==> config.mk <==
export PLATFORM = sky130hd
export DESIGN_NAME = score_keeper
export DESIGN_NICKNAME = d
export VERILOG_FILES = /design/src/rtl/score_keeper_pkg.sv /design/src/rtl/score_keeper_bcd_inc4.sv /design/src/rtl/score_keeper.sv
export SDC_FILE = /design/constraint.sdc
export NUM_CORES = 1
export LEC_CHECK = 0
export BUFFER_PORTS_ARGS = -buffer_cell sky130_fd_sc_hd__buf_2
export CORE_MARGIN = 8
export CORE_UTILIZATION = 44
export CTS_BUF_LIST = sky130_fd_sc_hd__clkbuf_16
export DETAILED_ROUTE_END_ITERATION = 10
export PLACE_DENSITY = 0.72
export SLEW_MARGIN = 20
export SYNTH_ARGS = -nofsm -noshare
export SYNTH_HDL_FRONTEND = slang
export SYNTH_SLANG_ARGS = --single-unit
==> constraint.sdc <==
create_clock -name clock -period 6.6 [get_ports clock]
set_input_delay 0.33 -clock clock [delete_from_list [all_inputs] [get_ports clock]]
set_output_delay 0.33 -clock clock [all_outputs]
set_load 0.05 [all_outputs]
==> src/rtl/score_keeper_pkg.sv <==
// Shared definitions for the score keeper: state encodings, BCD ceiling,
// pending-point width and the streak-to-multiplier mapping.
package score_keeper_pkg;

  typedef enum logic [1:0] {
    IDLE  = 2'd0,
    COUNT = 2'd1,
    FINAL = 2'd2
  } state_e;

  localparam logic [15:0] BCD_MAX = 16'h9999;
  localparam int unsigned PEND_W  = 8;

  // min(1 + streak/step, max_mult); the parameters are constants at every call site.
  function automatic logic [2:0] mult_of(input logic [7:0] streak_v,
                                         input int unsigned step_v,
                                         input int unsigned max_v);
    int unsigned raw_v;
    raw_v = 32'd1 + (32'(streak_v) / step_v);
    if (raw_v > max_v) begin
      mult_of = 3'(max_v);
    end else begin
      mult_of = 3'(raw_v);
    end
  endfunction

endpackage

==> src/rtl/score_keeper_bcd_inc4.sv <==
// Combinational saturating 4-digit BCD increment (holds at 9999).
// Shared with the on-screen score renderer.
module bcd_inc4
  import score_keeper_pkg::*;
(
  input  logic [15:0] bcd_i,
  output logic [15:0] bcd_o
);

  logic [15:0] sum_s;
  logic        carry_s;

  // Ripple a +1 through the digits, wrapping each 9 to 0.
  always_comb begin
    sum_s   = bcd_i;
    carry_s = 1'b1;
    for (int i = 0; i < 4; i++) begin
      if (carry_s) begin
        if (bcd_i[4*i +: 4] == 4'd9) begin
          sum_s[4*i +: 4] = 4'd0;
          carry_s         = 1'b1;
        end else begin
          sum_s[4*i +: 4] = bcd_i[4*i +: 4] + 4'd1;
          carry_s         = 1'b0;
        end
      end else begin
        sum_s[4*i +: 4] = bcd_i[4*i +: 4];
      end
    end
    if (bcd_i == BCD_MAX) begin
      bcd_o = BCD_MAX;
    end else begin
      bcd_o = sum_s;
    end
  end

endmodule

==> src/rtl/score_keeper.sv <==
// Score keeper: saturating BCD score, hit streak and multiplier, draining pending points one per clock.
// Optional high-score tracking is enabled by defining SCORE_KEEPER_HIGH_SCORE_EN.
module score_keeper
  import score_keeper_pkg::*;
#(
  parameter int unsigned POINTS_PER_HIT = 1,
  parameter int unsigned STREAK_STEP    = 4,
  parameter int unsigned MAX_MULT       = 4
) (
  input  logic        clock,
  input  logic        reset,
  input  logic        start,
  input  logic        changeScore,
  input  logic        addScore,
  input  logic        songDone,
  output logic [15:0] scoreBCD,
  output logic [7:0]  streak,
  output logic [2:0]  multiplier,
  output logic        busy,
  output logic        scoreFinal,
  output logic [15:0] highScoreBCD
);

  localparam logic [PEND_W-1:0] PPH      = PEND_W'(POINTS_PER_HIT);
  localparam logic [PEND_W-1:0] PEND_MAX = 8'd255;

  state_e            state_q,   state_d;
  logic [PEND_W-1:0] pending_q, pending_d;
  logic              ended_q,   ended_d;
  logic [15:0]       score_q,   score_d;
  logic [7:0]        streak_q,  streak_d;
  logic [2:0]        mult_q,    mult_d;
  logic              busy_q,    busy_d;
  logic              final_q,   final_d;

  logic              hit_s, miss_s, drain_s;
  logic [PEND_W-1:0] pts_s;
  logic [PEND_W:0]   pend_sum_s;
  logic [15:0]       score_inc_s;

  bcd_inc4 u_inc (
    .bcd_i (score_q),
    .bcd_o (score_inc_s)
  );

  assign hit_s   = changeScore &  addScore & ~ended_q;
  assign miss_s  = changeScore & ~addScore & ~ended_q;
  assign drain_s = (state_q == COUNT) && (pending_q != 8'd0);
  assign pts_s   = {5'd0, mult_q} * PPH;

  // Next-state: start overrides everything; otherwise a hit and a drain may share one edge.
  always_comb begin
    state_d    = state_q;
    pending_d  = pending_q;
    ended_d    = ended_q;
    score_d    = score_q;
    streak_d   = streak_q;
    mult_d     = mult_q;
    busy_d     = busy_q;
    final_d    = final_q;
    pend_sum_s = {1'b0, pending_q};
    if (start) begin
      state_d   = IDLE;
      pending_d = 8'd0;
      ended_d   = 1'b0;
      score_d   = 16'd0;
      streak_d  = 8'd0;
      mult_d    = 3'd1;
      busy_d    = 1'b0;
      final_d   = 1'b0;
    end else begin
      if (songDone) begin
        ended_d = 1'b1;
      end else begin
        ended_d = ended_q;
      end

      if (hit_s) begin
        streak_d = (streak_q == 8'd255) ? 8'd255 : streak_q + 8'd1;
      end else if (miss_s) begin
        streak_d = 8'd0;
      end else begin
        streak_d = streak_q;
      end
      mult_d = mult_of(streak_d, STREAK_STEP, MAX_MULT);

      pend_sum_s = {1'b0, pending_q}
                 + {1'b0, (hit_s ? pts_s : 8'd0)}
                 - {8'd0, drain_s};
      if (pend_sum_s > {1'b0, PEND_MAX}) begin
        pending_d = PEND_MAX;
      end else begin
        pending_d = pend_sum_s[PEND_W-1:0];
      end

      if (drain_s) begin
        score_d = score_inc_s;
      end else begin
        score_d = score_q;
      end

      case (state_q)
        IDLE: begin
          if (ended_q) begin
            state_d = FINAL;
            final_d = 1'b1;
          end else if (pending_d != 8'd0) begin
            state_d = COUNT;
          end else begin
            state_d = IDLE;
          end
        end
        COUNT: begin
          if (pending_d == 8'd0) begin
            state_d = IDLE;
          end else begin
            state_d = COUNT;
          end
        end
        FINAL: begin
          state_d = FINAL;
        end
        default: begin
          state_d = IDLE;
        end
      endcase

      busy_d = (pending_d != 8'd0);
    end
  end

  // State and output registers.
  always_ff @(posedge clock or posedge reset) begin
    if (reset) begin
      state_q   <= IDLE;
      pending_q <= 8'd0;
      ended_q   <= 1'b0;
      score_q   <= 16'd0;
      streak_q  <= 8'd0;
      mult_q    <= 3'd1;
      busy_q    <= 1'b0;
      final_q   <= 1'b0;
    end else begin
      state_q   <= state_d;
      pending_q <= pending_d;
      ended_q   <= ended_d;
      score_q   <= score_d;
      streak_q  <= streak_d;
      mult_q    <= mult_d;
      busy_q    <= busy_d;
      final_q   <= final_d;
    end
  end

  assign scoreBCD   = score_q;
  assign streak     = streak_q;
  assign multiplier = mult_q;
  assign busy       = busy_q;
  assign scoreFinal = final_q;

`ifdef SCORE_KEEPER_HIGH_SCORE_EN
  logic [15:0] high_q, high_d;

  // Capture a new best on the IDLE->FINAL transition; BCD orders like plain unsigned.
  always_comb begin
    high_d = high_q;
    if (!start && (state_q == IDLE) && ended_q && (score_q > high_q)) begin
      high_d = score_q;
    end else begin
      high_d = high_q;
    end
  end

  // High-score register survives start; only reset clears it.
  always_ff @(posedge clock or posedge reset) begin
    if (reset) begin
      high_q <= 16'd0;
    end else begin
      high_q <= high_d;
    end
  end

  assign highScoreBCD = high_q;
`else
  assign highScoreBCD = 16'd0;
`endif

endmodule

==> flow_metrics.tcl <==
set metrics [dict create \
    holdCritPathClass "primary input to asynchronous set/reset pin" \
    crit_type "flip-flop to flip-flop" \
    setup_violations 0 \
    ant_nets 0 \
    drt_iter0_drc 105 \
    die_height_um 95.8 \
    cts_tree "built" \
    yosysWarnings 0 \
    synth-edff-count 0 \
    overflow 0 \
    reg2regPathDepth 12 \
    power.density_mw_per_mm2 363 \
    cts.hold.buffers_added 0 \
    cp.required_ps 6730 \
    setup.reg_to_reg.worst_slack_ps 2730 \
    synthDistinctLibCells 55 \
    maxSlewHeadroom_pct 45.8 \
    cp_max_fo 13 \
    dieArea_sq_mm 0.00919 \
    num_vias 2385 \
    grtUsageTotal_pct 14.0 \
    ctsResizeCount 0 \
    cts.reportedPaths.clkPinSlew_ps 60 \
    synth_commonest_cells "dfrtp_1 (39), nand2_1 (30), nor2_1 (30)" \
    drc 0 \
    max_freq_ghz 0.258 \
    max-cap-violations 0 \
    ys_ff_latch 40 \
    firstDrtPassIters 4 \
    async_reset_ff_share_pct 100 \
    htree_levels 2 \
    period_share_pct 58.7 \
    post-route-min-period_ps 3870 \
    tightest_slew_ps 811 \
    detail_route.wl_per_cell_um 14.0 \
    grt_pass1_vias 2256 \
    clock_sinks 40 \
    syn_area_sq_mm 0.00281 \
    end_kind "flip-flop" \
    syn_area_per_cell_sq_um 8.68 \
    postCtsSetupRepairBufs 0 \
    synth_top_area_cell "dfrtp_1" \
    slew_viol_final 0 \
    timing.rr.end "state_q[0]" \
    antenna_found_initial 0 \
    fin_skew_ps 2.90 \
    diodes 0 \
    ios 51 \
    critPathLaunchType "flip-flop" \
    cts_max_path_buffers 2 \
    numCtsBuffers 5 \
    drive_gt1_share_pct 15.7 \
    numPortBuffers 34 \
    seq_area_frac_synth_pct 35.7 \
    synthTopCellsByArea "dfrtp_1 (35%), ha_1 (10%), a21oi_1 (4.8%), buf_4 (4.3%), nand2_1 (4.0%)" \
    syn2layout_area_growth_pct 12.4 \
    routed_wl_um 6050 \
    rsz0062_at_grt "false" \
    clockRootBuffer "clkbuf_16" \
    fp.dieW_um 95.8 \
    status "finished clean" \
    cp-endpoint "state_q[0]" \
    crit_arrival_ps 4000 \
    p_leak_nw 1.57 \
    rows 29 \
    worst_hold_slack_ps 166 \
    via_per_inst 5.51 \
    synth_top_cell_area_share_pct 34.8 \
    netlist_instances 323 \
    nNetsFinal 385 \
    grt_max_degree 41 \
    coreArea_sq_mm 0.00624 \
    dp_hpwl_um 4680 \
    gp_congestion 0.833 \
    startpoint "ended_q" \
    start_util_pct 44.9 \
    vdd_ir_drop_max_v 0.000154 \
    finalHoldViolCount 0 \
    tns_ps 0 \
    timing.rr.start "ended_q" \
    synth_ff_type "dfrtp_1" \
    grt_pass1_wl_um 10300 \
    yosysMostFrequentCell "dfrtp_1" \
    clk_latency_ps 280 \
]
## power by group
group / leakage [nW] / switching [mW] / internal, mW
combinational: 0.957 / 0.344 / 0.224
clock: 0.0804 / 0.0979 / 0.179
sequential: 0.533 / 0.0228 / 0.276
total: 1.57 / 0.465 / 0.680
## routing by layer
metal | vias to the layer above | global-route usage, % | routed length [um]
met3 | 9 | 3.90 | 422
li1 | 1165 | - | -
met4 | 0 | 4.23 | 72
met1 | 1148 | 18.0 | 2710
met5 | - | 0 | 0
met2 | 63 | 22.2 | 2850
## logic make-up after synthesis
kind of cell	Yosys count	share of synthesized area, %
AOI/OAI and AO/OA	72	17.4
buffers and inverters	54	9.41
xor gates and xnor gates	6	1.87
and+or+nand+nor	121	22.7
DFF	40	35.7
other	1	0.134
adders and majority gates	24	11.0
muxes	5	1.83
## how the worst min path moves through the flow
stage	endpoint	startpoint	cells after the start	slack, ps
2_1_floorplan	state_q[1]	state_q[0]	1	430
3_3_place_gp	scoreBCD[6]	reset	3	480
3_5_place_dp	state_q[1]	state_q[0]	1	480
4_1_cts	streak[6]	reset	3	180
5_1_grt	scoreBCD[14]	reset	3	230
6_report	scoreBCD[6]	reset	3	170
## worst max-delay path, stage by stage (launching register included)
cell	delay, ps
dfrtp_1	440
nor2b_1	660
nand3_1	160
ha_1	300
inv_1	40
ha_1	190
fa_1	420
a211o_1	320
and3_4	190
o311a_4	310
a211oi_4	340
and4_1	280
nor4_1	60
## layout by cell type (no fill, tap or decap), types with 5 or more instances in the layout
cell type	Yosys	routed
dfrtp_1	39	39
inv_1	28	28
clkbuf_16	0	5
nor3_1	8	8
nor2_1	30	30
ha_1	23	23
a21o_1	5	5
o21ai_0	11	11
conb_1	1	16
buf_2	1	34
nand2_1	30	30
nand3_1	10	10
nand4_1	7	7
nor2b_1	5	5
a21oi_1	27	27
## metrics by stage
step | setup slack (ps) | power, mW | utilization, % | std cells | instance area (sq um)
CTS | 2750 | 1.15 | 50.5 | 433 | 3150
global placement | 2860 | 0.858 | 47.8 | 425 | 2980
detailed placement | 2750 | 0.869 | 47.8 | 425 | 2980
finish | 2730 | 1.14 | 50.5 | 433 | 3150
floorplan | 3210 | 0.765 | - | 338 | 2860
global route | 2530 | 1.24 | 50.5 | 433 | 3150
## state kept, by name (all words and copies together), names as in the netlist
register and flops:
busy 1, scoreBCD 16, pending_q 8, multiplier 3, streak 8, scoreFinal 1
ended_q 1, state_q 2
## area by class of cell
cell class	count	area, sq um
fill	600	3090
inverter	29	109
sequential	40	1000
clock inverter	3	46.3
multi-input combinational	244	1600
timing repair buffer	35	178
tap	77	96.3
clock buffer	5	125
Note: power is estimated with default switching activity, not from simulation.
